===== src/rtl/fft_sequencer.sv =====
// Layer sequencer and shared RAM/twiddle-ROM bus arbiter for the in-place FFT.
// Walks the scramble layer and every butterfly layer, with a drain gap, watchdog and cycle counter.
module fft_sequencer #(
  parameter int FFT_SIZE       = 8,
  parameter int NUM_LAYERS     = $clog2(FFT_SIZE) + 1,
  parameter int ADDR_SIZE      = $clog2(2 * FFT_SIZE),
  parameter int TWID_ADDR_SIZE = 7,
  parameter int WORD_SIZE      = 74,
  parameter int PIPE_LATENCY   = 4,
  parameter int LAYER_TIMEOUT  = 1023,
  parameter int CYCLE_W        = 16
) (
  input  logic                                 i_CLK,
  input  logic                                 i_RST,
  input  logic                                 i_start,
  input  logic                                 i_inverse,
  input  logic [NUM_LAYERS-1:0]                i_layer_done,
  input  logic [NUM_LAYERS-1:0]                i_layer_rden,
  input  logic [NUM_LAYERS-1:0]                i_layer_wren,
  input  logic [NUM_LAYERS*ADDR_SIZE-1:0]      i_layer_rdaddr_A,
  input  logic [NUM_LAYERS*ADDR_SIZE-1:0]      i_layer_rdaddr_B,
  input  logic [NUM_LAYERS*TWID_ADDR_SIZE-1:0] i_layer_rdaddr_tw,
  input  logic [ADDR_SIZE-1:0]                 i_scr_wraddr_A,
  input  logic [ADDR_SIZE-1:0]                 i_scr_wraddr_B,
  input  logic [WORD_SIZE-1:0]                 i_scr_wrdata_A,
  input  logic [WORD_SIZE-1:0]                 i_scr_wrdata_B,
  input  logic                                 i_pipe_wren,
  input  logic [ADDR_SIZE-1:0]                 i_pipe_wraddr_A,
  input  logic [ADDR_SIZE-1:0]                 i_pipe_wraddr_B,
  input  logic [WORD_SIZE-1:0]                 i_pipe_wrdata_A,
  input  logic [WORD_SIZE-1:0]                 i_pipe_wrdata_B,
  output logic [NUM_LAYERS-1:0]                o_cs,
  output logic [$clog2(NUM_LAYERS)-1:0]        o_layer_sel,
  output logic                                 o_bus_rden,
  output logic                                 o_bus_wren,
  output logic [ADDR_SIZE-1:0]                 o_bus_rdaddr_A,
  output logic [ADDR_SIZE-1:0]                 o_bus_rdaddr_B,
  output logic [ADDR_SIZE-1:0]                 o_bus_wraddr_A,
  output logic [ADDR_SIZE-1:0]                 o_bus_wraddr_B,
  output logic [TWID_ADDR_SIZE-1:0]            o_bus_twaddr,
  output logic [WORD_SIZE-1:0]                 o_bus_wrdata_A,
  output logic [WORD_SIZE-1:0]                 o_bus_wrdata_B,
  output logic                                 o_inverse,
  output logic                                 o_busy,
  output logic                                 o_done,
  output logic                                 o_error,
  output logic [CYCLE_W-1:0]                   o_cycles
);

  localparam int SEL_W = $clog2(NUM_LAYERS);
  localparam int WD_W  = $clog2(LAYER_TIMEOUT + 1);
  localparam int DR_W  = $clog2(PIPE_LATENCY + 2);
  localparam logic [SEL_W-1:0] LAST_LAYER = SEL_W'(NUM_LAYERS - 1);

  typedef enum logic [1:0] {S_IDLE, S_RUN, S_DRAIN, S_FINISH} state_t;

  state_t             state, state_nxt;
  logic [SEL_W-1:0]   layer_sel, layer_sel_nxt;
  logic [WD_W-1:0]    wd_cnt, wd_cnt_nxt;
  logic [DR_W-1:0]    drain_cnt, drain_cnt_nxt;
  logic               err_q, err_nxt;
  logic               inv_q, inv_nxt;
  logic [CYCLE_W-1:0] cycles_q, cycles_nxt;

  // NOTE: every variable gets its hold value before the case, so no path leaves one unassigned and no latch is inferred.
  always_comb begin
    state_nxt     = state;
    layer_sel_nxt = layer_sel;
    wd_cnt_nxt    = wd_cnt;
    drain_cnt_nxt = drain_cnt;
    err_nxt       = err_q;
    inv_nxt       = inv_q;
    cycles_nxt    = cycles_q;
    if (state != S_IDLE && !(&cycles_q)) cycles_nxt = cycles_q + CYCLE_W'(1);

    case (state)
      S_IDLE: begin
        if (i_start) begin
          state_nxt     = S_RUN;
          layer_sel_nxt = '0;
          wd_cnt_nxt    = '0;
          err_nxt       = 1'b0;
          inv_nxt       = i_inverse;
          cycles_nxt    = '0;
        end
      end
      S_RUN: begin
        if (i_layer_done[layer_sel]) begin
          wd_cnt_nxt = '0;
          if (layer_sel != '0 && PIPE_LATENCY > 0) begin
            state_nxt     = S_DRAIN;
            drain_cnt_nxt = DR_W'(PIPE_LATENCY);
          end else if (layer_sel == LAST_LAYER) begin
            state_nxt = S_FINISH;
          end else begin
            layer_sel_nxt = layer_sel + SEL_W'(1);
          end
        end else if (wd_cnt == WD_W'(LAYER_TIMEOUT - 1)) begin
          // The layer has now been selected for LAYER_TIMEOUT cycles without finishing.
          state_nxt  = S_IDLE;
          err_nxt    = 1'b1;
          wd_cnt_nxt = '0;
        end else begin
          wd_cnt_nxt = wd_cnt + WD_W'(1);
        end
      end
      S_DRAIN: begin
        drain_cnt_nxt = drain_cnt - DR_W'(1);
        if (drain_cnt == DR_W'(1)) begin
          if (layer_sel == LAST_LAYER) begin
            state_nxt = S_FINISH;
          end else begin
            state_nxt     = S_RUN;
            layer_sel_nxt = layer_sel + SEL_W'(1);
          end
        end
      end
      default: state_nxt = S_IDLE;
    endcase
  end

  // NOTE: state registers use non-blocking assignments so every flop samples pre-edge values.
  always_ff @(posedge i_CLK) begin
    if (i_RST) begin
      state     <= S_IDLE;
      layer_sel <= '0;
      wd_cnt    <= '0;
      drain_cnt <= '0;
      err_q     <= 1'b0;
      inv_q     <= 1'b0;
      cycles_q  <= '0;
    end else begin
      state     <= state_nxt;
      layer_sel <= layer_sel_nxt;
      wd_cnt    <= wd_cnt_nxt;
      drain_cnt <= drain_cnt_nxt;
      err_q     <= err_nxt;
      inv_q     <= inv_nxt;
      cycles_q  <= cycles_nxt;
    end
  end

  // Bus mux: the selected layer owns the bus in RUN; only pipe writes may still land while draining.
  always_comb begin
    o_cs           = '0;
    o_bus_rden     = 1'b0;
    o_bus_wren     = 1'b0;
    o_bus_rdaddr_A = '0;
    o_bus_rdaddr_B = '0;
    o_bus_wraddr_A = '0;
    o_bus_wraddr_B = '0;
    o_bus_twaddr   = '0;
    o_bus_wrdata_A = i_pipe_wrdata_A;
    o_bus_wrdata_B = i_pipe_wrdata_B;
    case (state)
      S_RUN: begin
        o_cs           = NUM_LAYERS'(1) << layer_sel;
        o_bus_rden     = i_layer_rden[layer_sel];
        o_bus_wren     = i_layer_wren[layer_sel];
        o_bus_rdaddr_A = i_layer_rdaddr_A[int'(layer_sel)*ADDR_SIZE +: ADDR_SIZE];
        o_bus_rdaddr_B = i_layer_rdaddr_B[int'(layer_sel)*ADDR_SIZE +: ADDR_SIZE];
        if (layer_sel == '0) begin
          o_bus_wraddr_A = i_scr_wraddr_A;
          o_bus_wraddr_B = i_scr_wraddr_B;
          o_bus_wrdata_A = i_scr_wrdata_A;
          o_bus_wrdata_B = i_scr_wrdata_B;
        end else begin
          o_bus_twaddr   = i_layer_rdaddr_tw[int'(layer_sel)*TWID_ADDR_SIZE +: TWID_ADDR_SIZE];
          o_bus_wraddr_A = i_pipe_wraddr_A;
          o_bus_wraddr_B = i_pipe_wraddr_B;
        end
      end
      S_DRAIN: begin
        o_bus_wren     = i_pipe_wren;
        o_bus_wraddr_A = i_pipe_wraddr_A;
        o_bus_wraddr_B = i_pipe_wraddr_B;
      end
      default: ;
    endcase
  end

  assign o_layer_sel = layer_sel;
  assign o_busy      = (state == S_RUN) || (state == S_DRAIN);
  assign o_done      = (state == S_FINISH);
  assign o_error     = err_q;
  assign o_inverse   = inv_q;
  assign o_cycles    = cycles_q;

endmodule


===== config.mk =====
export PLATFORM = sky130hd
export DESIGN_NAME = fft_sequencer
export DESIGN_NICKNAME = d
export VERILOG_FILES = /design/src/rtl/fft_sequencer.sv
export SDC_FILE = /design/constraint.sdc
export NUM_CORES = 1
export LEC_CHECK = 0
export CORE_AREA = 2 2 226 228
export CTS_BUF_LIST = sky130_fd_sc_hd__clkbuf_16
export DETAILED_ROUTE_END_ITERATION = 8
export DIE_AREA = 0 0 228 230
export GPL_ROUTABILITY_DRIVEN = 0
export GPL_TIMING_DRIVEN = 0
export SYNTH_ARGS = -nofsm -noshare
export SYNTH_HDL_FRONTEND = slang
export SYNTH_SLANG_ARGS = --single-unit

===== constraint.sdc =====
create_clock -name i_CLK -period 3.1 [get_ports i_CLK]
set_clock_uncertainty 0.05 [all_clocks]
set_input_delay 0.465 -clock i_CLK [delete_from_list [all_inputs] [get_ports i_CLK]]
set_output_delay 0.465 -clock i_CLK [all_outputs]
set_load 0.01 [all_outputs]

; Word-level counts from Yosys, hierarchy flattened
; Cells that the tools add are included.
[word_totals]
output_inout_bits = 199
regBits = 35
wordCells = 98
in_bits = 389
[classes]
add_sub_neg = 4
magnitude_cmp = 1
multipliers = 1
reduce_logical = 17
eq_ne = 15
muxes = 49
shift = 4
[op_table]
columns = op, n
row1 = 2-to-1 mux 74 bit, 4
row2 = 2-to-1 mux 16 bit, 3
row3 = indexed part select 16 x 5 -> 4 bit, 2
row4 = 2-to-1 mux 10 bit, 3
row5 = indexed part select 28 x 6 -> 7 bit, 1
row6 = 2-to-1 mux 2 bit, 12
row7 = 2-to-1 mux 4 bit, 5
row8 = one-hot mux 10 bit (2 select lines), 1
row9 = adder 16 x 1 -> 16 bit (second input constant), 1
row10 = one-hot mux 4 bit (2 select lines), 2
row11 = AND reduction 16 bit, 1
row12 = 2-to-1 mux 7 bit, 2
row13 = != test 2 bit (second input constant), 7
row14 = one-hot mux 2 bit (3 select lines), 2
row15 = adder 10 x 1 -> 10 bit (second input constant), 1
row16 = == test 10 bit (second input constant), 1
row17 = AND reduction 4 bit, 2
row18 = nonzero test 2 bit, 4
row19 = 2-to-1 mux 1 bit, 7
row20 = binary-select mux 1 bit (select 2 bit), 3
row21 = == test 2 bit (second input constant), 3
row22 = 2-to-1 mux 3 bit, 2
row23 = one-hot mux 3 bit (2 select lines), 1
row24 = multiplier 2 x 3 -> 5 bit (second input constant), 1
row25 = other kinds (17), 20

; Logic depth before layout (Yosys ltp)
; Gate-level depths: netlist of run 1.
[depth]
depth_word = 6
mapped_depth = 9
ltp_nobuf = 6

; Worst setup path after synthesis of run 1
; Ideal clock, no wire load.
[synth_timing]
path_kind = reg-to-output
startpoint = register layer_sel[1] (netlist: o_layer_sel[1])
endpoint = output o_bus_wrdata_A[64]
n_path_buf = 5
t_arrival_ns = 2.294
path_slack_ns = 0.291
stages_incl_launch_ff = 10
path_cell_list = dfxtp_1 -> buf_1 -> buf_2 -> inv_1 -> ha_1 -> and2_1 -> buf_2 -> buf_2 -> buf_2 -> mux2_2
[synth_between]
elab_chain_len = 3
[synth_lines]
columns = item, line_no
row1 = from (decl), 58  ; logic [SEL_W-1:0] layer_sel, layer_sel_nxt;
row2 = from (signal assigned), 134  ; layer_sel <= layer_sel_nxt;
row3 = zero test 2 bit, 162  ; if (layer_sel == '0) begin
row4 = 2-to-1 mux 74 bit, 162
row5 = 2-to-1 mux 74 bit, 155  ; case (state)
row6 = to (decl), 41  ; output logic [WORD_SIZE-1:0] o_bus_wrdata_A,
; Every way passes these cells.

; Final worst setup path of run 1
[layout_timing]
startpoint = register layer_sel[1] (netlist: o_layer_sel[1])
endpoint = output o_bus_wrdata_A[30]
; Same word-level chain as after synthesis.

==> metrics.yaml, run 1 <==
cts_buffers: 5
nNetsFinal: 1476
max_stage_delay_ns: 0.36
htreeDepth: 2
critPathBufInv: 7
yosysUniqueCellTypes: 51
p_int_w: 0.00377
peakVddDrop_v: 0.000261
wire_per_inst_um: 24.1
grt_usage_pct: 15.2
maxSlewViolCount: 0
clkSlewWorstSetupHoldPaths_ns: 0.06
drv_cap: 0
final_cells: 1753
synthArstFlopShare_pct: 0
cts-root-buf: "clkbuf_16"
synth_seq_area_share_pct: 15.2
ios: 588
synth_top_area_share_pct: 38.7
layout-drive-gt1-share_pct: 25.0
fillerInstances: 5455
rsz0062_at_grt: "false"
grt_pass1_vias: 6800
max-slew-margin-rel_pct: 49.9
clk_latency_ns: 0.29
crit_required_ns: 2.58
status: "finished, final reports clean"
die_area_um2: 52400
switching_share_pct: 43.8
placed_cells: 1735
syn_area_um2: 4620
arrival_ns: 2.49
grt_max_degree: 12
worst_path_max_delay_cell: "dfxtp_4"
p_sw_w: 0.00294
clockBufferDepth: 2
clock_power_share_pct: 8.6
cts.sinks: 35
setup_viol_count_final: 0
grt_overflow: 0
wirelength_mm: 42.3
p_seq_share_pct: 7.9
critPathTopFamily: "buffers and inverters"
critPathLaunchType: "flop"
min_from: "o_inverse"
utilization_pct: 23.2
cts_tree: "yes"
path_cells: "buf_8 -> buf_8 -> inv_2 -> ha_2 -> and2_4 -> buf_12 -> clkbuf_16 -> buf_12 -> mux2_2 -> dlygate4sd2_1"
leakage_nw: 4.30
fin_crit_sh_pct: 96.8
syn_avg_cell_area_um2: 9.69
min_period_ns: 3.00
fmax_mhz: 333
regArea_um2: 708
comb_power_share_pct: 83.5
netlist_instances: 477
setup_tns_ns: 0
core_um2: 49900
via_per_inst: 3.65
synth_flop_cell: "dfxtp_1"
cts_hold_buf: 0
hp-class: "flop to flop"
drtIter0Drc: 237
synth-edff-count: 0
cp-startpoint: "o_layer_sel[1]"
antenna_found_initial: 13
synth_largest_area_cell: "mux2_2"
placedInstanceArea_um2: 11300
core.rowCount: 82
power_density_nw_per_um2: 579
ant_nets: 0
multiInputGateArea_um2: 3720
port_buffers: 586
start_util_pct: 9.27
synthToLayoutAreaGrowth_pct: 151
die_h_um: 230
die_x_um: 228
drc: 0
hpwl_mm: 37.9
syn-num-nets: 879
worstReg2RegStart: "o_layer_sel[1]"
grt_pass1_wl_mm: 55.0
worstMarginPinSlew_ns: 0.752
cp_max_fo: 10
ys_seq_elements: 35
synth_area_leaders: "mux2_2 39%, dfxtp_1 15%, mux4_2 8.8%"
fin_hold_ws_ns: 0.417
critical_path_class: "flop to output port"
hold_viol: 0
ys_warn_count: 0
vias: 6404
dr.pass1.iters: 4
final_area_um2: 11600
end_kind: "output port"
tightest hold or removal path: cells and delay by family, from the launching register on:
kind	cells	cell delay (ns)
AOI/OAI and AO/OA	1	0.06
DFF	1	0.31
and+or+nand+nor	1	0.05
per-stage QoR:
stage	total power [W]	setup slack, ns
6_report	0.00671	0.0990
5_1_grt	0.00718	0.00934
4_1_cts	0.00678	-0.00404
3_5_place_dp	0.00623	-1.15
3_3_place_gp	0.00622	-1.10
2_1_floorplan	0.00310	0.291
power groups by stage:
stage               combinational, W  clock, W  sequential (W)
floorplan                    0.00256         0        0.000536
CTS                          0.00566  0.000592        0.000531
global placement             0.00568         0        0.000541
finish                       0.00560  0.000575        0.000531
global route                 0.00603  0.000613        0.000536
detailed placement           0.00569         0        0.000545
final cells by class:
| type | count | share of cell area, % |
|---|---|---|
| multi-input cells | 394 | 32.1 |
| plain buffers | 37 | 3.63 |
| diodes | 6 | 0.130 |
| flip-flops and latches | 35 | 6.11 |
| clock buffers | 5 | 1.08 |
| clock inverters | 3 | 0.335 |
| well taps | 672 | 7.25 |
| repair buffers | 590 | 49.0 |
| inverters | 11 | 0.356 |
cell families (layout without fill, tap and decap cells):
kind of cell             Yosys count  in the layout  synth area share (%)
multiplexers                     187            187                  49.7
AND/OR/NAND/NOR                  125            125                  14.9
AO/OA/AOI/OAI                     60             60                  10.2
buffers and inverters             48            646                  4.82
flip-flops                        35             35                  15.2
adder cells (fa/ha/maj)           13             13                  3.52
XOR/XNOR                           9              9                  1.71
other                              0              6                     0
synthesized netlist by cell type, drive strengths merged (10+ instances only):
cell type,number
nand3,13
mux4,18
mux2,159
nor2b,13
a21oi,16
mux2i,10
inv,11
nand2,30
dfxtp,35
a22oi,10
buf,29
and2,17
ha,13
path summary, 6_finish.rpt:
path                                            to  slack [ns]  depth (start not counted)
worst max-delay path            o_bus_wrdata_A[30]         0.1                         10
worst min register to register           o_inverse        0.42                          2
worst max register to register      o_layer_sel[1]        0.84                          9
worst min-delay path                     o_inverse        0.42                          2
layer usage:
| metal | up-vias | track usage (%) | part of all wire (%) |
|---|---|---|---|
| met1 | 2991 | 15.6 | 35 |
| li1 | 2992 | - | - |
| met3 | 36 | 12.2 | 18 |
| met4 | 4 | 2.41 | 1.8 |
| met2 | 381 | 24.6 | 45 |
| met5 | - | 0 | 0.050 |
flip-flops by register name, summed over array words and instances, names as in the netlist:
register	count
drain_cnt	3
o_error	1
o_layer_sel	2
o_inverse	1
state	2
o_cycles	16
wd_cnt	10
placed cells by master, fill, tap and decap left out, types with 4 or more instances in the layout:
master / Yosys / final
a21oi_1: 15 / 15
a22oi_1: 10 / 10
and2_1: 17 / 16
and2b_1: 4 / 4
and3_1: 5 / 5
buf_12: 0 / 9
buf_2: 22 / 21
buf_4: 4 / 8
buf_6: 0 / 4
buf_8: 0 / 5
clkbuf_1: 8 / 5
clkbuf_16: 0 / 7
clkbuf_2: 0 / 13
clkdlybuf4s15_1: 0 / 17
clkdlybuf4s15_2: 0 / 6
clkdlybuf4s50_1: 0 / 438
dfxtp_1: 35 / 33
diode_2: 0 / 6
dlygate4sd2_1: 0 / 94
dlymetal6s2s_1: 0 / 4
ha_1: 13 / 12
inv_1: 11 / 9
mux2_2: 159 / 156
mux2i_1: 10 / 10
mux4_2: 18 / 18
nand2_1: 30 / 30
nand2b_1: 8 / 7
nand3_1: 13 / 13
nand4_1: 6 / 6
nor2_1: 8 / 8
nor2b_1: 13 / 12
nor3_1: 8 / 8
o21ai_0: 6 / 6
or3_1: 6 / 6
xor2_1: 8 / 8
timing repair:
action,4_1_cts,5_1_grt
gates resized for setup,285,52
setup endpoints to repair,175,71
gates cloned,1,0
buffers inserted,3,0
endpoints found under the hold margin,0,0
No activity file was read; power rests on OpenSTA's default activity.
==> run 2: changes to the inputs <==
--- a/config.mk
+++ b/config.mk
@@ -9,7 +9,7 @@
 export CTS_BUF_LIST = sky130_fd_sc_hd__clkbuf_16
 export DETAILED_ROUTE_END_ITERATION = 8
 export DIE_AREA = 0 0 228 230
-export GPL_ROUTABILITY_DRIVEN = 0
+export GPL_ROUTABILITY_DRIVEN = 1
 export GPL_TIMING_DRIVEN = 0
 export SYNTH_ARGS = -nofsm -noshare
 export SYNTH_HDL_FRONTEND = slang
==> run 2 against run 1 <==
  * First-iteration DRC count fell by 11%
  * Design area fell by 0.57%
  * Total power fell by 1.7%
  * Highest routed layer unchanged
  * Routed wire length rose by 0.89%
  * Via count rose by 0.44%
  * Count of clock-buffer cells in the layout did not move
  * Sequential share of layout area barely moved
  * Largest power group unchanged
  * Setup slack got worse by 0.0012 ns
  * Clock power fell by 12%
==> metrics.yaml, run 2 (synthesis gave the netlist of run 1 again) <==
cts_buffers: 5
drc: 0
rsz0062_at_grt: "false"
fillerInstances: 5515
setup_tns_ns: 0
hold_viol: 0
arrival_ns: 2.49
critPathBufInv: 7
die_h_um: 230
fin_hold_ws_ns: 0.411
start_util_pct: 9.27
path_cells: "buf_12 -> buf_12 -> inv_2 -> ha_2 -> and2_4 -> buf_12 -> clkbuf_16 -> buf_8 -> mux2_2 -> dlygate4sd2_1"
leakage_nw: 4.28
core.rowCount: 82
antenna_found_initial: 13
worstMarginPinSlew_ns: 0.723
critical_path_class: "flop to output port"
core_um2: 49900
worst_path_max_delay_cell: "mux2_2"
clockBufferDepth: 2
hp-class: "flop to flop"
port_buffers: 586
worst_slack_ns: 0.0978
grt_pass1_wl_mm: 55.7
power_density_nw_per_um2: 572
via_per_inst: 3.67
hpwl_mm: 38.1
worstReg2RegStart: "o_layer_sel[0]"
rr_worst_depth: 9
max-slew-margin-rel_pct: 51.8
min_period_ns: 3.00
cts_hold_buf: 0
grtUsageMet3_pct: 11.5
nNetsFinal: 1476
peakVddDrop_v: 0.000268
holdPathStages: 2
grt_pass1_vias: 6863
maxSlewViolCount: 0
grt_usage_pct: 15.4
vias: 6432
end_kind: "output port"
placedInstanceArea_um2: 11300
dr.pass1.iters: 4
pre_cts_ws_ns: -1.15
drv_cap: 0
cts_tree: "yes"
ios: 588
reg2reg_to: "o_layer_sel[1]"
met1_usage_pct: 16.1
layout-drive-gt1-share_pct: 25.6
global_route.usage.met2_pct: 24.6
clk_latency_ns: 0.29
drtIter0Drc: 210
layout_common_cells: "439 x clkdlybuf4s50_1, 158 x mux2_2, 102 x dlygate4sd2_1"
status: "finished, final reports clean"
crit_required_ns: 2.58
reg2reg_slack_ns: 0.76
min_from: "o_inverse"
synthToLayoutAreaGrowth_pct: 149
final_area_um2: 11500
top_usage_layer: "met2"
clkSlewWorstSetupHoldPaths_ns: 0.06
grt_max_degree: 12
crit_top_cell: "buf_12"
max_stage_delay_ns: 0.37
grt_overflow: 0
holdPathEnd: "o_inverse"
cp_max_fo: 10
largest_register_ffs: 16
fmax_mhz: 333
die_x_um: 228
ant_nets: 0
htreeDepth: 2
place_congestion: 0.962
wirelength_mm: 42.6
cp-startpoint: "o_layer_sel[0]"
cts-root-buf: "clkbuf_16"
cts.sinks: 35
critPathTopFamily: "buffers and inverters"
final_common_cell: "clkdlybuf4s50_1"
critPathLaunchType: "flop"
fin_crit_sh_pct: 96.8
wire_per_inst_um: 24.3
die_area_um2: 52400
setup_viol_count_final: 0
-- run 2: changes by cell type in the layout (fill, tap and decap cells not counted), moves of 8 or more --
cell	before	now
clkbuf_2	13	21
dlygate4sd2_1	94	102
clkdlybuf4s15_2	6	14
buf_2	21	11
clkdlybuf4s15_1	17	1
-- run 2: report_power, final --
part           switching (W)  leakage, nW  total, W  internal (W)
combinational        0.00270         3.93   0.00556       0.00286
sequential         0.0000393        0.285  0.000531      0.000491
clock               0.000212       0.0734  0.000506      0.000294
-- run 2: final cells by class --
cell class	count	area, µm²	area share (%)
Clock inverter	3	15.0	0.130
Sequential cell	35	708	6.14
Timing Repair Buffer	592	5710	49.5
Tap cell	672	841	7.30
Inverter	11	41.3	0.358
Multi-Input combinational cell	394	3710	32.2
Antenna cell	6	15.0	0.130
Buffer	35	359	3.12
Clock buffer	5	125	1.09
-- run 2: worst max-delay path by stage --
stage / endpoint / slack (ns) / cells past startpoint
final: o_bus_wrdata_A[14] / 0.1 / 10
after global routing: o_bus_wrdata_A[18] / 0.006 / 10
after CTS: o_bus_wrdata_A[38] / -0.03 / 10
after detailed placement: o_bus_wrdata_A[43] / -1.15 / 10
after global placement: o_bus_wrdata_A[38] / -1.12 / 10
after floorplan: o_bus_wrdata_A[64] / 0.29 / 9
-- run 2: worst register-to-register path, stage by stage, from the launching register on --
cell	delay, ns
dfxtp_4	0.36
buf_12	0.15
buf_12	0.13
inv_2	0.06
ha_2	0.17
buf_4	0.21
nand2b_2	0.29
o211ai_1	0.19
or4_1	0.49
a21oi_1	0.14
-- run 2: routing by layer --
metal | share of wire (%) | vias up
li1 | - | 2987
met1 | 36 | 3008
met2 | 45 | 389
met3 | 17 | 44
met4 | 2.1 | 4
met5 | 0.056 | -
-- run 2: what timing repair did --
| action | 4_1_cts | 5_1_grt |
|---|---|---|
| setup buffers | 5 | 0 |
| setup endpoints to repair | 176 | 76 |
| gates cloned | 1 | 0 |
| gates resized for setup | 258 | 49 |
-- run 2: metrics by stage --
| step | std cells | utilization [%] | power [W] |
|---|---|---|---|
| 2_1_floorplan | 477 | - | 0.00310 |
| 3_3_place_gp | 1735 | 22.7 | 0.00623 |
| 3_5_place_dp | 1735 | 22.7 | 0.00624 |
| 4_1_cts | 1749 | 23.3 | 0.00677 |
| 5_1_grt | 1751 | 23.1 | 0.00707 |
| 6_report | 1753 | 23.1 | 0.00659 |
==> run 3: changes to the inputs <==
--- a/config.mk
+++ b/config.mk
@@ -6,11 +6,12 @@
 export NUM_CORES = 1
 export LEC_CHECK = 0
 export CORE_AREA = 2 2 226 228
-export CTS_BUF_LIST = sky130_fd_sc_hd__clkbuf_16
+export CTS_BUF_LIST = sky130_fd_sc_hd__clkbuf_4
 export DETAILED_ROUTE_END_ITERATION = 8
 export DIE_AREA = 0 0 228 230
 export GPL_ROUTABILITY_DRIVEN = 1
 export GPL_TIMING_DRIVEN = 0
+export SETUP_SLACK_MARGIN = 0.5
 export SYNTH_ARGS = -nofsm -noshare
 export SYNTH_HDL_FRONTEND = slang
 export SYNTH_SLANG_ARGS = --single-unit
==> run 3 against run 2 <==
  * Combinational power is 66% higher
  * Via count grew 6.7%
  * Total power is 52% higher
  * Design area grew 19%
  * Die area stayed put
  * Sequential power increased by 1%
  * Setup slack improved by 0.013 ns
  * Clock power fell by 49%
  * Routed wire length up 7.6%
  * Fmax is 0.44% higher
  * Sequential cell count unchanged
  * First-iteration DRC count grew 53%
  * Highest routed layer is now met4
==> metrics.yaml, run 3 (synthesis gave the netlist of run 1 again) <==
placed_cells: 1735
setup_viol_count_final: 0
leakage_nw: 5.67
core.rowCount: 82
critPathLaunchType: "flop"
critPathBufInv: 9
vias: 6864
layout-drive-gt1-share_pct: 40.4
via_per_inst: 3.75
grt_overflow: 0
place_congestion: 0.981
dr.pass1.iters: 4
peakVddDrop_v: 0.000321
htreeDepth: 2
reg2reg_to: "o_layer_sel[1]"
clk_latency_ns: 0.35
drtIter0Drc: 322
port_buffers: 586
end_kind: "output port"
worst_slack_ns: 0.111
wire_per_inst_um: 25.1
die_x_um: 228
layout_common_cells: "426 x clkdlybuf4s50_1, 155 x buf_6, 130 x mux2_4"
crit_top_cell: "buf_12"
hold_viol: 0
core_um2: 49900
synthToLayoutAreaGrowth_pct: 196
worstReg2RegStart: "o_layer_sel[1]"
fmax_mhz: 335
clockBufferDepth: 2
utilization_pct: 27.5
nNetsFinal: 1556
max-slew-margin-rel_pct: 52.5
grt_max_degree: 11
grt_usage_pct: 16.2
clkSlewWorstSetupHoldPaths_ns: 0.11
hp-class: "flop to flop"
ant_nets: 0
reg2reg_slack_ns: 0.89
ios: 588
critical_path_class: "flop to output port"
die_h_um: 230
arrival_ns: 2.47
cts_hold_buf: 0
rr_worst_depth: 10
rsz0062_at_grt: "true"
status: "finished, final reports clean"
worstMarginPinSlew_ns: 0.713
crit_required_ns: 2.58
drc: 0
final_cells: 1829
wirelength_mm: 45.9
largest_register_ffs: 16
antenna_found_initial: 2
maxSlewViolCount: 0
min_period_ns: 2.99
cts-root-buf: "clkbuf_4"
min_from: "o_inverse"
pre_cts_ws_ns: -1.15
grt_pass1_wl_mm: 58.6
start_util_pct: 9.27
max_stage_delay_ns: 0.39
hpwl_mm: 38.0
drv_cap: 0
power.total_w: 0.0100
cp_max_fo: 8
final_common_cell: "clkdlybuf4s50_1"
grt_pass1_vias: 7107
cts_tree: "yes"
holdPathEnd: "o_inverse"
critPathTopFamily: "buffers and inverters"
die_area_um2: 52400
power_density_nw_per_um2: 733
cts.sinks: 35
worst_path_max_delay_cell: "dfxtp_4"
holdPathStages: 2
path_cells: "buf_12 -> buf_12 -> inv_8 -> ha_4 -> and2_4 -> buf_12 -> clkbuf_16 -> buf_12 -> buf_16 -> buf_6 -> mux2_4 -> buf_6"
cts_buffers: 5
fin_crit_sh_pct: 96.4
-- run 3: cell types whose count changed in the layout (fill, tap and decap cells not counted), moves of 6 or more --
cell	delta
buf_6	+147
mux2_2	-129
mux2_4	+129
dlygate4sd2_1	-102
buf_12	+32
buf_4	+18
clkdlybuf4s15_2	-14
clkbuf_2	-13
clkdlybuf4s50_1	-13
buf_8	+11
buf_16	+8
clkbuf_4	+7
dlymetal6s2s_1	+6
-- run 3: final cells by class --
class                      count  area [µm²]
sequential                    35         709
inverter                      11        56.3
clock buffer                   6        45.0
antenna                        2        5.00
timing repair buffer         670        7280
multi-input combinational    394        4220
clock inverter                 2        7.51
buffer                        37         533
fill                        5280       36200
tap                          672         841
-- run 3: where the power goes --
part | switching, W | internal [W]
logic | 0.00375 | 0.00549
registers | 0.0000456 | 0.000492
clock network | 0.000163 | 0.0000928
-- run 3: timing repair --
action                                  in CTS  in global routing
setup buffers                               47                 23
endpoints found under the setup margin     179                177
cloned                                       9                  5
resized for setup                          735                437
pin swaps                                    1                  0
-- run 3: tightest hold or removal path, stage by stage, from the launching register on --
cell and delay (ns):
dfxtp_1 0.33, nand2_1 0.05, a21oi_1 0.05
-- run 3: how the worst max path moves through the flow --
stage	from	to	slack (ns)	cells past startpoint
global placement	o_layer_sel[1]	o_bus_wrdata_B[59]	-1.14	10
CTS	state[1]	o_bus_rdaddr_B[1]	0.02	6
detailed placement	o_layer_sel[0]	o_bus_wrdata_B[59]	-1.15	10
global route	o_layer_sel[0]	o_bus_wraddr_A[3]	0.006	9
floorplan	o_layer_sel[0]	o_bus_wrdata_A[64]	0.54	9
finish	o_layer_sel[0]	o_bus_wrdata_A[39]	0.11	12
-- run 3: per-layer routing --
layer  track usage (%)  wire length [µm]
met2              25.4             20200
met3              11.7              7870
met5                 0                 0
met1              18.1             17100
met4              2.23               761
-- run 3: metrics by stage --
step	cell area, µm²	hold slack, ns	setup TNS (ns)
final	13700	0.419	0
after global routing	13700	0.473	0
after CTS	12600	0.421	0
after detailed placement	11300	0.402	-112.17
after global placement	11300	0.407	-109.54
after floorplan	4630	0.413	0
